===== config.mk =====
export PLATFORM = sky130hd
export DESIGN_NAME = step_to_angle
export DESIGN_NICKNAME = d
export VERILOG_FILES = /design/src/rtl/stepper_pkg.sv /design/src/rtl/step_input_sync.sv /design/src/rtl/step_to_angle.sv
export SDC_FILE = /design/constraint.sdc
export NUM_CORES = 1
export LEC_CHECK = 0
export BUFFER_PORTS_ARGS = -buffer_cell sky130_fd_sc_hd__buf_2
export CAP_MARGIN = 5
export CELL_PAD_IN_SITES_DETAIL_PLACEMENT = 0
export CELL_PAD_IN_SITES_GLOBAL_PLACEMENT = 2
export CORE_MARGIN = 2
export CORE_UTILIZATION = 37
export DETAILED_ROUTE_END_ITERATION = 12
export PLACE_DENSITY_LB_ADDON = 0.1
export SYNTH_ARGS = -nofsm -noshare
export SYNTH_HDL_FRONTEND = slang
export SYNTH_SLANG_ARGS = --single-unit

===== constraint.sdc =====
create_clock -name clk_i -period 4.7 [get_ports clk_i]
set_clock_uncertainty 0.15 [all_clocks]
set_input_delay 0.235 -clock clk_i [delete_from_list [all_inputs] [get_ports clk_i]]
set_output_delay 0.235 -clock clk_i [all_outputs]
set_load 0.05 [all_outputs]

===== src/rtl/stepper_pkg.sv =====
// Shared definitions for the step/dir receive path.
// Angle format and conversion FSM state encoding.
package stepper_pkg;

   // Q16.16 output angle
   localparam int FRAC_BITS = 16;

   // 1.8 deg / (26.85 gear * 256 microsteps) in Q0.32
   localparam logic [31:0] DEG_PER_USTEP_DEF = 32'd1124730;

   typedef enum logic [1:0] {
      IDLE,
      MUL,
      DONE
   } conv_state_t;

endpackage


===== src/rtl/step_input_sync.sv =====
// Synchronizes step/dir, filters short step pulses and
// emits a single-cycle event per accepted pulse.
module step_input_sync #(
   parameter int MIN_PULSE = 2
) (
   input  logic clk,
   input  logic rst,
   input  logic enable,
   input  logic step,
   input  logic dir,
   output logic step_evt,
   output logic dir_s
);

   localparam int CW = $clog2(MIN_PULSE + 2);

   logic          step_q;
   logic          step_s;
   logic          dir_q;
   logic [CW-1:0] hcnt;
   logic          armed;

   // two-flop synchronizers on both asynchronous inputs
   always_ff @(posedge clk) begin
      if (rst) begin
         step_q <= 1'b0;
         step_s <= 1'b0;
         dir_q  <= 1'b0;
         dir_s  <= 1'b0;
      end else begin
         step_q <= step;
         step_s <= step_q;
         dir_q  <= dir;
         dir_s  <= dir_q;
      end
   end

   // high-time counter, stops one past the threshold
   always_ff @(posedge clk) begin
      if (rst || !step_s)
         hcnt <= '0;
      else if (hcnt <= CW'(MIN_PULSE))
         hcnt <= hcnt + CW'(1);
   end

   assign step_evt = armed && enable && (hcnt == CW'(MIN_PULSE));

   // one count per pulse; re-armed once the line is low
   always_ff @(posedge clk) begin
      if (rst)
         armed <= 1'b0;
      else if (!step_s)
         armed <= 1'b1;
      else if (step_evt)
         armed <= 1'b0;
   end

endmodule


===== src/rtl/step_to_angle.sv =====
// Counts filtered step/dir pulses into a position, measures
// step period and converts position to a Q16.16 angle.
module step_to_angle
   import stepper_pkg::*;
#(
   parameter int          SIZE          = 32,
   parameter int          SYSCLK        = 25000000,
   parameter int          MIN_PULSE     = 2,
   parameter int          TIMEOUT       = SYSCLK / 10,
   parameter logic [31:0] DEG_PER_USTEP = DEG_PER_USTEP_DEF
) (
   input  logic            clk_i,
   input  logic            rst_i,
   input  logic            enable_i,
   input  logic            step_i,
   input  logic            dir_i,
   input  logic            zero_i,
   output logic [SIZE-1:0] position_o,
   output logic [SIZE-1:0] period_o,
   output logic            moving_o,
   output logic [SIZE-1:0] angle_o,
   output logic            angle_valid_o
);

   localparam int              PW  = 2 * SIZE;
   localparam int              BW  = $clog2(SIZE);
   localparam logic [SIZE-1:0] TMO = SIZE'(TIMEOUT);

   logic            evt;
   logic            dir_s;
   logic [SIZE-1:0] idle;
   logic [SIZE-1:0] idle_nxt;
   logic            dirty;
   logic            sign;
   logic [SIZE-1:0] mag;
   logic [PW-1:0]   mcand;
   logic [PW-1:0]   prod;
   logic [BW-1:0]   bitc;
   logic [SIZE-1:0] r;
   conv_state_t     state;
   conv_state_t     state_nxt;

   step_input_sync #(
      .MIN_PULSE(MIN_PULSE)
   ) u_sync (
      .clk     (clk_i),
      .rst     (rst_i),
      .enable  (enable_i),
      .step    (step_i),
      .dir     (dir_i),
      .step_evt(evt),
      .dir_s   (dir_s)
   );

   // idle counter: cleared by a step, saturates at the timeout
   always_comb begin
      idle_nxt = idle;
      if (evt)
         idle_nxt = '0;
      else if (idle < TMO)
         idle_nxt = idle + SIZE'(1);
   end

   // period capture and motion flag
   always_ff @(posedge clk_i) begin
      if (rst_i) begin
         idle     <= TMO;
         period_o <= TMO;
         moving_o <= 1'b0;
      end else begin
         idle     <= idle_nxt;
         moving_o <= (idle_nxt < TMO);
         if (evt)
            period_o <= (idle < TMO) ? idle + SIZE'(1) : TMO;
      end
   end

   // position counter; zero wins over a coincident step
   always_ff @(posedge clk_i) begin
      if (rst_i)
         position_o <= '0;
      else if (zero_i)
         position_o <= '0;
      else if (evt)
         position_o <= dir_s ? position_o + SIZE'(1)
                             : position_o - SIZE'(1);
   end

   // conversion state register
   always_ff @(posedge clk_i) begin
      if (rst_i)
         state <= IDLE;
      else
         state <= state_nxt;
   end

   // conversion next-state
   always_comb begin
      state_nxt = state;
      unique case (state)
         IDLE:    if (dirty) state_nxt = MUL;
         MUL:     if (bitc == BW'(SIZE - 1)) state_nxt = DONE;
         DONE:    state_nxt = IDLE;
         default: state_nxt = IDLE;
      endcase
   end

   assign r = prod[SIZE+FRAC_BITS-1:FRAC_BITS];

   // latch, LSB-first shift-add multiply, signed result
   always_ff @(posedge clk_i) begin
      if (rst_i) begin
         dirty         <= 1'b0;
         sign          <= 1'b0;
         mag           <= '0;
         mcand         <= '0;
         prod          <= '0;
         bitc          <= '0;
         angle_o       <= '0;
         angle_valid_o <= 1'b0;
      end else begin
         angle_valid_o <= 1'b0;
         dirty <= zero_i || evt || (dirty && state != IDLE);
         unique case (state)
            IDLE: begin
               if (dirty) begin
                  sign  <= position_o[SIZE-1];
                  mag   <= position_o[SIZE-1] ? -position_o : position_o;
                  mcand <= PW'(DEG_PER_USTEP);
                  prod  <= '0;
                  bitc  <= '0;
               end
            end
            MUL: begin
               if (mag[0])
                  prod <= prod + mcand;
               mag   <= mag >> 1;
               mcand <= mcand << 1;
               bitc  <= bitc + BW'(1);
            end
            DONE: begin
               angle_o       <= sign ? -r : r;
               angle_valid_o <= 1'b1;
            end
            default: ;
         endcase
      end
   end

endmodule

# After elaboration in Yosys (flattened, before gate mapping)
# Index checks and enable logic that the tools add are counted.
# word_totals
out_inout_bits	98
reg_bits	306
input_bits	6
# op_classes
reduce_logical	15
add_sub_neg	8
order_cmp	3
eq_ne	8
n_mux	21
# op_table
operator	n
$pmux 64 s2	2
$mux 32	7
$mux 64	3
$add 32x1->32 const B	2
$add 64x64->64	1
$lt 32x22->1 const B	2
$neg 32->32	2
$pmux 32 s2	1
$sub 32x1->32 const B	1
$pmux 5 s2	1
$ne 2x2->1 const B	4
$reduce_and 2->1	3
$add 5x1->5 const B	1
$eq 5x5->1 const B	1
$mux 5	1
$eq 2x2->1 const B	2
$mux 2	2
$pmux 2 s2	1
$reduce_bool 2->1	2
$logic_and 1x1->1	3
$logic_or 1x1->1	3
$mux 1	3
$reduce_and 3->1	1
$add 2x1->2 const B	1
5 further kinds	5

# Logic depth before layout (Yosys ltp)
# Gate-level depths: netlist (run 1).
# logic_depth
depth_word	4
depth_mapped	13

# Hierarchy
# From an unflattened synthesis (run 1), not the netlist that was laid out.
# hier_totals
cells_unflattened	1913
hier_area_um2	15483.6
# by_module_without_submodules
mod	seq_area_each_um2	area_per_inst_um2	instances	cells_each
step_to_angle	5305.1	15230.9	1	1890
step_input_sync	140.1	252.7	1	23

# Worst setup path after synthesis (run 1)
# OpenSTA, ideal clock, no wires.
# synth_timing
kind	register -> register
start	register u_sync.dir_s
end	register position_o[30]
slack_ps	1135
n_path_buf	0
arrival_ps	3283
setup_time_ps	132
stages_incl_launch_ff	13
period_less_slack_ps	3565
path_cell_list	dfxtp_1 -> inv_1 -> ha_1 -> a211oi_1 -> o21ai_1 -> a2111oi_2 -> o41ai_1 -> a21o_1 -> o21ai_1 -> nor2_1 -> or4_1 -> nand3b_1 -> a21oi_1
# synth_between
elab_chain_len	1
# synth_lines
item	line	text
start, declared	step_input_sync.sv:12	output logic dir_s
start signal, assigned	step_input_sync.sv:34	dir_s <= dir_q;
$mux 32	step_to_angle.sv:85	position_o <= dir_s ? position_o + SIZE'(1)
end signal, assigned	step_to_angle.sv:85	
end, declared	step_to_angle.sv:18	output logic [SIZE-1:0] position_o,
# Every way passes these cells.
# A chain may end at the register's enable or synchronous reset.

# Final worst setup path (run 1)
# layout_timing
start	register u_sync.dir_s
end	register position_o[31]
# The elaborated chain is that of the path after synthesis.

==> impl_summary.log, run 1 <==
[metrics] result of the run: complete, no violations
[metrics] number of violations of the max-capacitance limit: 0
[metrics] Die H: 207 µm
[metrics] CTS Root Buffer Type: sky130_fd_sc_hd__clkbuf_16
[metrics] post-route DRC violation count: 0
[metrics] number of synthesized register bits: 272
[metrics] accumulated negative setup slack: 0 ps
[metrics] part of the Yosys area used for sequential elements: 35.7%
[metrics] DRT Pass-1 Iters: 5
[metrics] CTS sink count: 272
[metrics] DR vias/cell: 5.29
[metrics] most used cells in the layout excluding fill and tap cells: sky130_fd_sc_hd__dfxtp_1, sky130_fd_sc_hd__nand2_1, sky130_fd_sc_hd__a21oi_1, sky130_fd_sc_hd__nor2_1, sky130_fd_sc_hd__buf_2
[metrics] netlist area before placement: 15,200 µm²
[metrics] initial antenna violation count: 0
[metrics] net switching power: 1.25 mW
[metrics] Reg area: 5450 µm²
[metrics] die extent in x: 207 µm
[metrics] share of final-layout standard cells stronger than drive strength 1: 11.4%
[metrics] starting density of the core: 37.4%
[metrics] clk_lat worst skew: 540 ps
[metrics] biggest fanout along the worst timing path: 18
[metrics] cell area power density: 304 nW/µm²
[metrics] biggest area contributors in the synthesized netlist: sky130_fd_sc_hd__dfxtp_1, sky130_fd_sc_hd__ha_1, sky130_fd_sc_hd__a21oi_1
[metrics] net count after synthesis: 1,987
[metrics] proportion of synthesized flip-flops having asynchronous set or reset: 0%
[metrics] IO Port Bufs: 103
[metrics] number of clock buffers inserted by TritonCTS: 35
[metrics] # nets final: 2,045
[metrics] number of enable flip-flop cells after synthesis: 0
[metrics] total overflow reported by the global router: 0
[metrics] clock slew at the register clock pins of the worst setup and hold paths: 60 ps
[metrics] pin count of the biggest net entering global routing: 86
[metrics] via count of the routed design: 13,300
[metrics] Core Rows: 74
[metrics] worst IR drop on VDD: 0.000202 V
[metrics] startpoint-to-endpoint class of the critical path: reg2reg
[metrics] routed length per placed instance: 16.4 µm
[metrics] Tot GR Track Use: 19.4%
[metrics] cell count after synthesis: 1,896
[metrics] static leakage: 7.08 nW
[metrics] number of global-route vias before repair: 13,000
[metrics] mean instance size in the synthesized netlist: 8.04 µm²
[metrics] Worst Setup Start Kind: flip-flop
[metrics] fraction of power spent switching nets: 23.6%
[metrics] required time of the critical path: 5010 ps
[metrics] cell internal pwr: 4.06 mW
[metrics] transition time at the pin with the least slew margin: 1160 ps
[metrics] first-pass GRT wire length: 67,600 µm
[metrics] clock share of power: 51.2%
[metrics] crit share post-route: 82.3%
[metrics] die outline area: 42,800 µm²
[metrics] Combinational Power Share: 4.7%
[metrics] Final Critical Period: 3870 ps
[metrics] count of different cell masters after synthesis: 79
[metrics] ports placed on the boundary: 104
[metrics] area of the multi-input gates: 9300 µm²
[metrics] clock tree from TritonCTS: done
[metrics] Worst Path Arrival: 4180 ps
[metrics] standard cell core area: 40,700 µm²
[metrics] max_slew headroom: 22.9%
[metrics] fraction of post-synthesis cell area in the top cell type by area: 35.7%
[metrics] Final Worst Setup Slack: 832 ps
[metrics] number of antenna cells inserted: 0
[metrics] FILL cells: 4,178
[metrics] sequential group share of total power: 44.1%
[metrics] Max clock buf depth: 3
[metrics] Post-CTS Setup Repair Bufs: 0
[metrics] Achievable Freq: 259 MHz
[metrics] primary flip-flop cell chosen by synthesis mapping: sky130_fd_sc_hd__dfxtp_1
[metrics] number of hold-slack violations in the final timing report: 0
[metrics] area delta synth->final: 14.5%
[metrics] leading cell type in the layout, fill and taps excluded: sky130_fd_sc_hd__dfxtp_1
[metrics] kind of capture point of the worst setup path: flip-flop
[metrics] number of warnings issued by yosys: 0
[metrics] setup repair after global routing missed its margin: false
[metrics] max-slew violation count: 0
[metrics] final setup violation count: 0
[metrics] Routed Wire Length: 41,200 µm
[metrics] Final GP Congestion: 0.865
[metrics] Post-DP HPWL: 28,900 µm
[metrics] pre-CTS worst setup slack: 869 ps
[metrics] largest area contributor in the netlist: sky130_fd_sc_hd__dfxtp_1
[metrics] number of design-rule violations left by the first detailed-router iteration: 596
[metrics] H-tree depth: 2
[metrics] Antenna Violating Nets Remaining: 0
[metrics] worst min path class: in2reg
-- what timing repair did --
action / 4_1_cts / 5_1_grt
gates resized for setup: 0 / 0
hold buffers: 6 / 0
endpoints found under the hold margin: 29 / 0
-- synthesized netlist by cell type (all sizes together) (41+ instances only) --
cell and instances:
a21oi 189, nor2 178, a211oi 46, xor2 70
o21ai 101, clkbuf 98, nand3 69, dfxtp 272
a22oi 41, ha 83, xnor2 91, nor3 45
a21o 43, nand2 241
-- logic make-up (layout without fill, tap and decap cells) --
group / Yosys count / count (layout) / synth area share (%)
AO/OA/AOI/OAI: 549 / 549 / 23.3
multiplexers: 6 / 6 / 0.411
XOR/XNOR: 161 / 161 / 9.25
buffers and inverters: 141 / 225 / 3.47
flip-flops: 272 / 272 / 35.7
AND/OR/NAND/NOR: 682 / 682 / 20.7
adder cells (fa/ha/maj): 85 / 85 / 7.08
-- critical path: stages, from the launching register on --
cell	delay, ps
sky130_fd_sc_hd__dfxtp_1	310
sky130_fd_sc_hd__inv_1	400
sky130_fd_sc_hd__buf_4	340
sky130_fd_sc_hd__ha_1	320
sky130_fd_sc_hd__a21o_1	220
sky130_fd_sc_hd__a211oi_1	320
sky130_fd_sc_hd__o21ai_1	170
sky130_fd_sc_hd__a31oi_1	190
sky130_fd_sc_hd__o22ai_1	130
sky130_fd_sc_hd__or4_1	480
sky130_fd_sc_hd__a31oi_1	210
sky130_fd_sc_hd__xnor2_1	100
sky130_fd_sc_hd__or3_1	300
sky130_fd_sc_hd__a21oi_1	140
-- power by group through the flow --
stage          sequential (mW)  clock (mW)  combinational, mW
2_1_floorplan             2.38           0              0.184
4_1_cts                   2.34        2.82              0.255
3_5_place_dp              2.39           0              0.250
5_1_grt                   2.34        2.90              0.282
6_report                  2.34        2.72              0.251
3_3_place_gp              2.39           0              0.249
-- metrics by stage --
| step | std cells | total power, mW | hold slack, ps | util [%] | area (µm²) |
|---|---|---|---|---|---|
| floorplan | 1896 | 2.57 | 213 | - | 15200 |
| global placement | 2443 | 2.64 | 275 | 39.8 | 16200 |
| detailed placement | 2443 | 2.64 | 277 | 39.8 | 16200 |
| CTS | 2512 | 5.41 | 136 | 42.8 | 17400 |
| global route | 2512 | 5.53 | 182 | 42.8 | 17400 |
| finish | 2512 | 5.31 | 168 | 42.8 | 17400 |
-- final cells by class --
cell class	count	area share, %
Timing Repair Buffer	130	4.24
Clock buffer	53	6.05
Inverter	32	0.689
Multi-Input combinational cell	1483	53.3
Sequential cell	272	31.2
Clock inverter	10	0.674
Tap cell	532	3.82
-- per-layer routing --
layer / track usage (%) / part of all wire, % / wire length, µm
met1: 26.1 / 50 / 20400
met5: 0 / 0 / 0
met2: 31.9 / 45 / 18500
met4: 5.32 / 2.0 / 832
met3: 3.36 / 3.4 / 1420
-- flip-flops by register name (all words and copies together) (netlist names) --
signal / flops
sign: 1
bitc: 5
u_sync.hcnt: 2
u_sync.step_q: 1
period_o: 32
position_o: 32
moving_o: 1
dirty: 1
angle_valid_o: 1
mcand: 47
prod: 47
u_sync.dir_q: 1
u_sync.armed: 1
state: 2
idle: 32
u_sync.step_s: 1
angle_o: 32
mag: 32
u_sync.dir_s: 1
-- path summary, 6_finish.rpt --
kind / from / end / slack [ps] / cells after the start
worst max-delay path: u_sync.dir_s / position_o[31] / 830 / 13
worst min register to register: u_sync.step_s / u_sync.armed / 280 / 1
worst max register to register: u_sync.dir_s / position_o[31] / 830 / 13
worst min-delay path: enable_i / dirty / 170 / 3
(Power assumes the default switching activity.)
==> run 2: changes to the inputs <==
Clock period 4.7 ns to 3.6 ns, I/O delays scaled along.
==> run 2 against run 1 <==
  * Count of clock-buffer cells in the layout fell by 4
  * Power rose by 25%
  * Highest routed layer unchanged
  * Via count rose by 1.1%
  * Global-route usage fell by 0.19 points
  * Fmax rose by 15%
  * First-iteration DRC count fell by 8.9%
  * Worst setup slack got worse by 600 ps
  * Register-to-register slack got worse by 600 ps
  * Sequential share of layout area fell by 0.41 points
  * Die area did not move
  * Wire length fell by 0.91%
  * Worst hold slack improved by 110 ps
==> impl_summary.log, run 2 (synthesis gave the netlist of run 1 again) <==
[metrics] H-tree depth: 2
[metrics] clock tree from TritonCTS: done
[metrics] Critical R2R Launch: u_sync.dir_s
[metrics] Tot GR Track Use: 19.2%
[metrics] sequential group share of total power: 46.0%
[metrics] biggest fanout along the worst timing path: 6
[metrics] static leakage: 7.23 nW
[metrics] Die H: 207 µm
[metrics] initial antenna violation count: 0
[metrics] starting density of the core: 37.4%
[metrics] Critical Path Most Common Cell: sky130_fd_sc_hd__a21oi_1
[metrics] number of clock buffers inserted by TritonCTS: 34
[metrics] required time of the critical path: 3910 ps
[metrics] clk_lat worst skew: 550 ps
[metrics] number of cells on the worst reg-to-reg path: 13
[metrics] clock slew at the register clock pins of the worst setup and hold paths: 60 ps
[metrics] final non-filler cell total: 2,544
[metrics] DR vias/cell: 5.28
[metrics] critical path depth in cells: 13
[metrics] transition time at the pin with the least slew margin: 986 ps
[metrics] Final GP Congestion: 0.845
[metrics] cell internal pwr: 5.04 mW
[metrics] post-layout utilization of the core: 43.4%
[metrics] CTS Root Buffer Type: sky130_fd_sc_hd__clkbuf_16
[metrics] Crit-path slowest cell: sky130_fd_sc_hd__fa_1
[metrics] Top Registers: mcand: 47 flops, prod: 47 flops
[metrics] DRT Pass-1 Iters: 5
[metrics] pin count of the biggest net entering global routing: 85
[metrics] cell area power density: 376 nW/µm²
[metrics] Achievable Freq: 297 MHz
[metrics] # nets final: 2,081
[metrics] Worst Setup EP: position_o[18]
[metrics] Design Power: 6.64 mW
[metrics] number of violations of the max-capacitance limit: 0
[metrics] setup repair after global routing missed its margin: false
[metrics] worst min path class: reg2reg
[metrics] total overflow reported by the global router: 0
[metrics] worst-case hold slack: 278 ps
[metrics] crit share post-route: 93.6%
[metrics] via count of the routed design: 13,400
[metrics] Worst Setup Start Kind: flip-flop
[metrics] Hold Path Cell Cnt: 1
[metrics] routed length per placed instance: 16.0 µm
[metrics] FILL cells: 4,186
[metrics] number of antenna cells inserted: 0
[metrics] net switching power: 1.60 mW
[metrics] CTS sink count: 272
[metrics] standard cell core area: 40,700 µm²
[metrics] placed cells: 2,478
[metrics] die outline area: 42,800 µm²
[metrics] clock share of power: 49.0%
[metrics] Post-DP HPWL: 29,000 µm
[metrics] number of hold-slack violations in the final timing report: 0
[metrics] worst reg2reg setup slack: 230 ps
[metrics] number of design-rule violations left by the first detailed-router iteration: 543
[metrics] Combinational Power Share: 5.1%
[metrics] max-slew violation count: 0
[metrics] result of the run: complete, no violations
[metrics] fraction of power spent switching nets: 24.1%
[metrics] Worst Path Arrival: 3680 ps
[metrics] Max clock buf depth: 3
[metrics] area delta synth->final: 16.0%
[metrics] startpoint-to-endpoint class of the critical path: reg2reg
[metrics] worst IR drop on VDD: 0.000292 V
[metrics] count of buffer and inverter cells on the critical path: 2
[metrics] Core Rows: 74
[metrics] kind of capture point of the worst setup path: flip-flop
[metrics] die extent in x: 207 µm
[metrics] leading cell type in the layout, fill and taps excluded: sky130_fd_sc_hd__dfxtp_1
[metrics] share of final-layout standard cells stronger than drive strength 1: 13.4%
[metrics] number of global-route vias before repair: 12,700
[metrics] Routed Wire Length: 40,800 µm
[metrics] max_slew headroom: 34.2%
[metrics] ports placed on the boundary: 104
[metrics] Antenna Violating Nets Remaining: 0
[metrics] delay contributed by the slowest stage of the critical path: 460 ps
[metrics] CP Cell Sequence: inv_4 > fa_1 > a211oi_2 > o21ai_1 > a2111oi_2 > buf_4 > o31ai_1 > a21o_1 > a21oi_1 > o31a_1 > xnor2_1 > nand2_1 > a21oi_1
[metrics] first-pass GRT wire length: 66,700 µm
[metrics] family of cells with the greatest summed delay on the critical path: compound AO/OA/AOI/OAI gates
[metrics] r2r endpoint: position_o[18]
[metrics] most used cells in the layout excluding fill and tap cells: sky130_fd_sc_hd__dfxtp_1, sky130_fd_sc_hd__nand2_1, sky130_fd_sc_hd__a21oi_1, sky130_fd_sc_hd__nor2_1, sky130_fd_sc_hd__buf_2
[metrics] accumulated negative setup slack: 0 ps
[metrics] launch point of the worst path: u_sync.dir_s
[metrics] post-route DRC violation count: 0
[metrics] Final Critical Period: 3370 ps
[metrics] final setup violation count: 0
[metrics] IO Port Bufs: 103
-- run 2: worst min-delay path by stage --
stage / from / end / slack [ps]
after floorplan: dir_i / u_sync.dir_q / 160
after global placement: dir_i / u_sync.dir_q / 240
after detailed placement: dir_i / u_sync.dir_q / 250
after CTS: u_sync.step_s / u_sync.armed / 280
after global routing: u_sync.step_s / u_sync.armed / 290
final: u_sync.step_s / u_sync.armed / 280
-- run 2: what timing repair did --
item | CTS | global route
endpoints found under the setup margin | 0 | 8
resized for setup | 0 | 17
endpoints found under the hold margin | 47 | 0
setup buffers | 0 | 1
hold buffers | 7 | 0
-- run 2: final cells by class --
class	instances	area, µm²	area share [%]
well taps	532	666	3.77
clock buffers	49	987	5.59
inverters	32	123	0.694
flip-flops and latches	272	5450	30.8
clock inverters	9	63.8	0.361
repair buffers	167	1030	5.83
multi-input cells	1483	9360	53.0
-- run 2: per-stage QoR --
stage / worst slack [ps] / cell area, µm²
6_report: 230 / 17700
5_1_grt: 1.37 / 17700
4_1_cts: 51.7 / 17600
3_5_place_dp: 68.0 / 16500
3_3_place_gp: 104 / 16500
2_1_floorplan: 34.7 / 15200
-- run 2: layer usage --
layer | vias up | GRT usage (%) | routed length, µm
met2 | 197 | 31.1 | 18200
met1 | 6204 | 26.1 | 20200
met4 | 0 | 5.95 | 933
li1 | 6979 | - | -
met5 | - | 0 | 0
met3 | 60 | 3.12 | 1530
-- run 2: power by group through the flow --
stage	registers, mW	clock network, mW	logic (mW)
floorplan	3.11	0	0.240
global placement	3.12	0	0.329
detailed placement	3.12	0	0.330
CTS	3.05	3.39	0.337
global route	3.06	3.50	0.377
finish	3.06	3.25	0.336
==> run 3: changes to the inputs <==
Settings changed: RECOVER_POWER set to 50.
==> run 3 against run 2 <==
  * Wire length is 0.12% higher
  * Non-clock buffer count stayed put
  * Design area is 0.91% lower
  * Sequential share of layout area is 0.28 points higher
  * Combinational power hardly changed
  * The run now ends with max-capacitance violations, max-slew violations left
  * Highest routed layer unchanged
  * Power hardly changed
  * Register-to-register slack hardly changed
  * Sequential power hardly changed
==> impl_summary.log, run 3 (synthesis gave the netlist of run 1 again) <==
[metrics] Final Critical Period: 3360 ps
[metrics] H-tree depth: 2
[metrics] routed length per placed instance: 16.1 µm
[metrics] most used cells in the layout excluding fill and tap cells: sky130_fd_sc_hd__dfxtp_1, sky130_fd_sc_hd__nand2_1, sky130_fd_sc_hd__a21oi_1, sky130_fd_sc_hd__nor2_1, sky130_fd_sc_hd__clkbuf_1
[metrics] starting density of the core: 37.4%
[metrics] leading cell type in the layout, fill and taps excluded: sky130_fd_sc_hd__dfxtp_1
[metrics] via count of the routed design: 13,400
[metrics] Design Power: 6.64 mW
[metrics] total overflow reported by the global router: 0
[metrics] final non-filler cell total: 2,544
[metrics] area delta synth->final: 14.9%
[metrics] clock tree from TritonCTS: done
[metrics] violations in the final reports: max-capacitance violations, max-slew violations
[metrics] Die H: 207 µm
[metrics] result of the run: finished, violations left
[metrics] Max clock buf depth: 3
[metrics] CTS sink count: 272
[metrics] IO Port Bufs: 103
[metrics] number of violations of the max-capacitance limit: 1
[metrics] die extent in x: 207 µm
[metrics] Achievable Freq: 297 MHz
[metrics] Routed Wire Length: 40,900 µm
[metrics] clock slew at the register clock pins of the worst setup and hold paths: 60 ps
[metrics] number of global-route vias before repair: 12,700
[metrics] number of antenna cells inserted: 0
[metrics] Tot GR Track Use: 19.2%
[metrics] DRT Pass-1 Iters: 5
[metrics] # nets final: 2,081
[metrics] launch point of the worst path: u_sync.dir_s
[metrics] standard cell core area: 40,700 µm²
[metrics] number of design-rule violations left by the first detailed-router iteration: 578
[metrics] max_slew headroom: -17.4%
[metrics] kind of capture point of the worst setup path: flip-flop
[metrics] final setup violation count: 0
[metrics] required time of the critical path: 3910 ps
[metrics] Worst Setup Start Kind: flip-flop
[metrics] setup repair after global routing missed its margin: false
[metrics] placed cells: 2,478
[metrics] Post-DP HPWL: 29,000 µm
[metrics] worst IR drop on VDD: 0.000291 V
[metrics] Worst Path Arrival: 3670 ps
[metrics] pin count of the biggest net entering global routing: 85
[metrics] cell area power density: 379 nW/µm²
[metrics] post-route DRC violation count: 0
[metrics] crit share post-route: 93.4%
[metrics] clk_lat worst skew: 540 ps
[metrics] Core Rows: 74
[metrics] worst min path class: reg2reg
[metrics] number of clock buffers inserted by TritonCTS: 34
[metrics] Critical R2R Launch: u_sync.dir_s
[metrics] transition time at the pin with the least slew margin: 1760 ps
[metrics] Antenna Violating Nets Remaining: 0
[metrics] initial antenna violation count: 0
[metrics] first-pass GRT wire length: 66,700 µm
[metrics] ports placed on the boundary: 104
[metrics] CTS Root Buffer Type: sky130_fd_sc_hd__clkbuf_16
[metrics] start point of the worst min-delay path: u_sync.step_s
[metrics] startpoint-to-endpoint class of the critical path: reg2reg
[metrics] biggest fanout along the worst timing path: 6
[metrics] Top Registers: mcand: 47 flops, prod: 47 flops
[metrics] die outline area: 42,800 µm²
[metrics] share of final-layout standard cells stronger than drive strength 1: 8.20%
[metrics] Final GP Congestion: 0.845
[metrics] static leakage: 6.79 nW
[metrics] max-slew violation count: 85
[metrics] worst-case hold slack: 278 ps
[metrics] number of hold-slack violations in the final timing report: 0
[metrics] DR vias/cell: 5.28
[metrics] accumulated negative setup slack: 0 ps
==> run 3: cell types whose count changed in the layout (fill, tap and decap cells not counted), sizes merged <==
cell / change
clkbuf: +104
buf: -104
==> run 3: worst paths after layout <==
kind,to,slack [ps],depth (start not counted)
worst max-delay path,position_o[18],240,13
worst min-delay path,u_sync.armed,280,1
worst max register to register,position_o[18],240,13
worst min register to register,u_sync.armed,280,1
==> run 3: metrics by stage <==
stage	setup slack [ps]	instance area, µm²	util (%)
after floorplan	34.7	15200	-
after global placement	104	16500	40.4
after detailed placement	68.0	16500	40.4
after CTS	51.7	17600	43.2
after global routing	1.37	17500	43.0
final	236	17500	43.0
==> run 3: area by class of cell <==
| cell class | instances | area, µm² |
|---|---|---|
| tap | 532 | 666 |
| clock buffer | 49 | 987 |
| sequential | 272 | 5450 |
| fill | 4238 | 23200 |
| timing repair buffer | 167 | 887 |
| multi-input combinational | 1483 | 9340 |
| clock inverter | 9 | 63.8 |
| inverter | 32 | 123 |
==> run 3: timing repair <==
| item | in CTS | in global routing |
|---|---|---|
| setup endpoints to repair | 0 | 8 |
| hold buffers | 7 | 0 |
| gates resized for setup | 0 | 17 |
| hold endpoints to repair | 47 | 0 |
| setup buffers | 0 | 1 |
==> run 3: per-layer routing <==
| layer | track usage (%) | up-vias | wire length (µm) |
|---|---|---|---|
| met2 | 31.1 | 186 | 18200 |
| met1 | 26.1 | 6196 | 20200 |
| met3 | 3.12 | 59 | 1540 |
| met5 | 0 | - | 0 |
| li1 | - | 6986 | - |
| met4 | 5.95 | 0 | 921 |
==> run 3: worst max-delay path: stages, from the launching register on <==
cell,delay [ps]
sky130_fd_sc_hd__dfxtp_1,380
sky130_fd_sc_hd__inv_4,80
sky130_fd_sc_hd__fa_1,450
sky130_fd_sc_hd__a211oi_2,250
sky130_fd_sc_hd__o21ai_1,170
sky130_fd_sc_hd__a2111oi_2,430
sky130_fd_sc_hd__buf_4,190
sky130_fd_sc_hd__o31ai_1,100
sky130_fd_sc_hd__a21o_1,190
sky130_fd_sc_hd__a21oi_1,260
sky130_fd_sc_hd__o31a_1,250
sky130_fd_sc_hd__xnor2_1,150
sky130_fd_sc_hd__nand2_1,70
sky130_fd_sc_hd__a21oi_1,150
==> run 3: where the power goes <==
| group | total, mW | leakage (nW) | internal (mW) | switching, mW |
|---|---|---|---|---|
| Clock | 3.25 | 0.524 | 1.91 | 1.34 |
| Combinational | 0.334 | 4.08 | 0.0984 | 0.235 |
| Sequential | 3.05 | 2.20 | 3.03 | 0.0206 |
| Total | 6.64 | 6.79 | 5.04 | 1.60 |
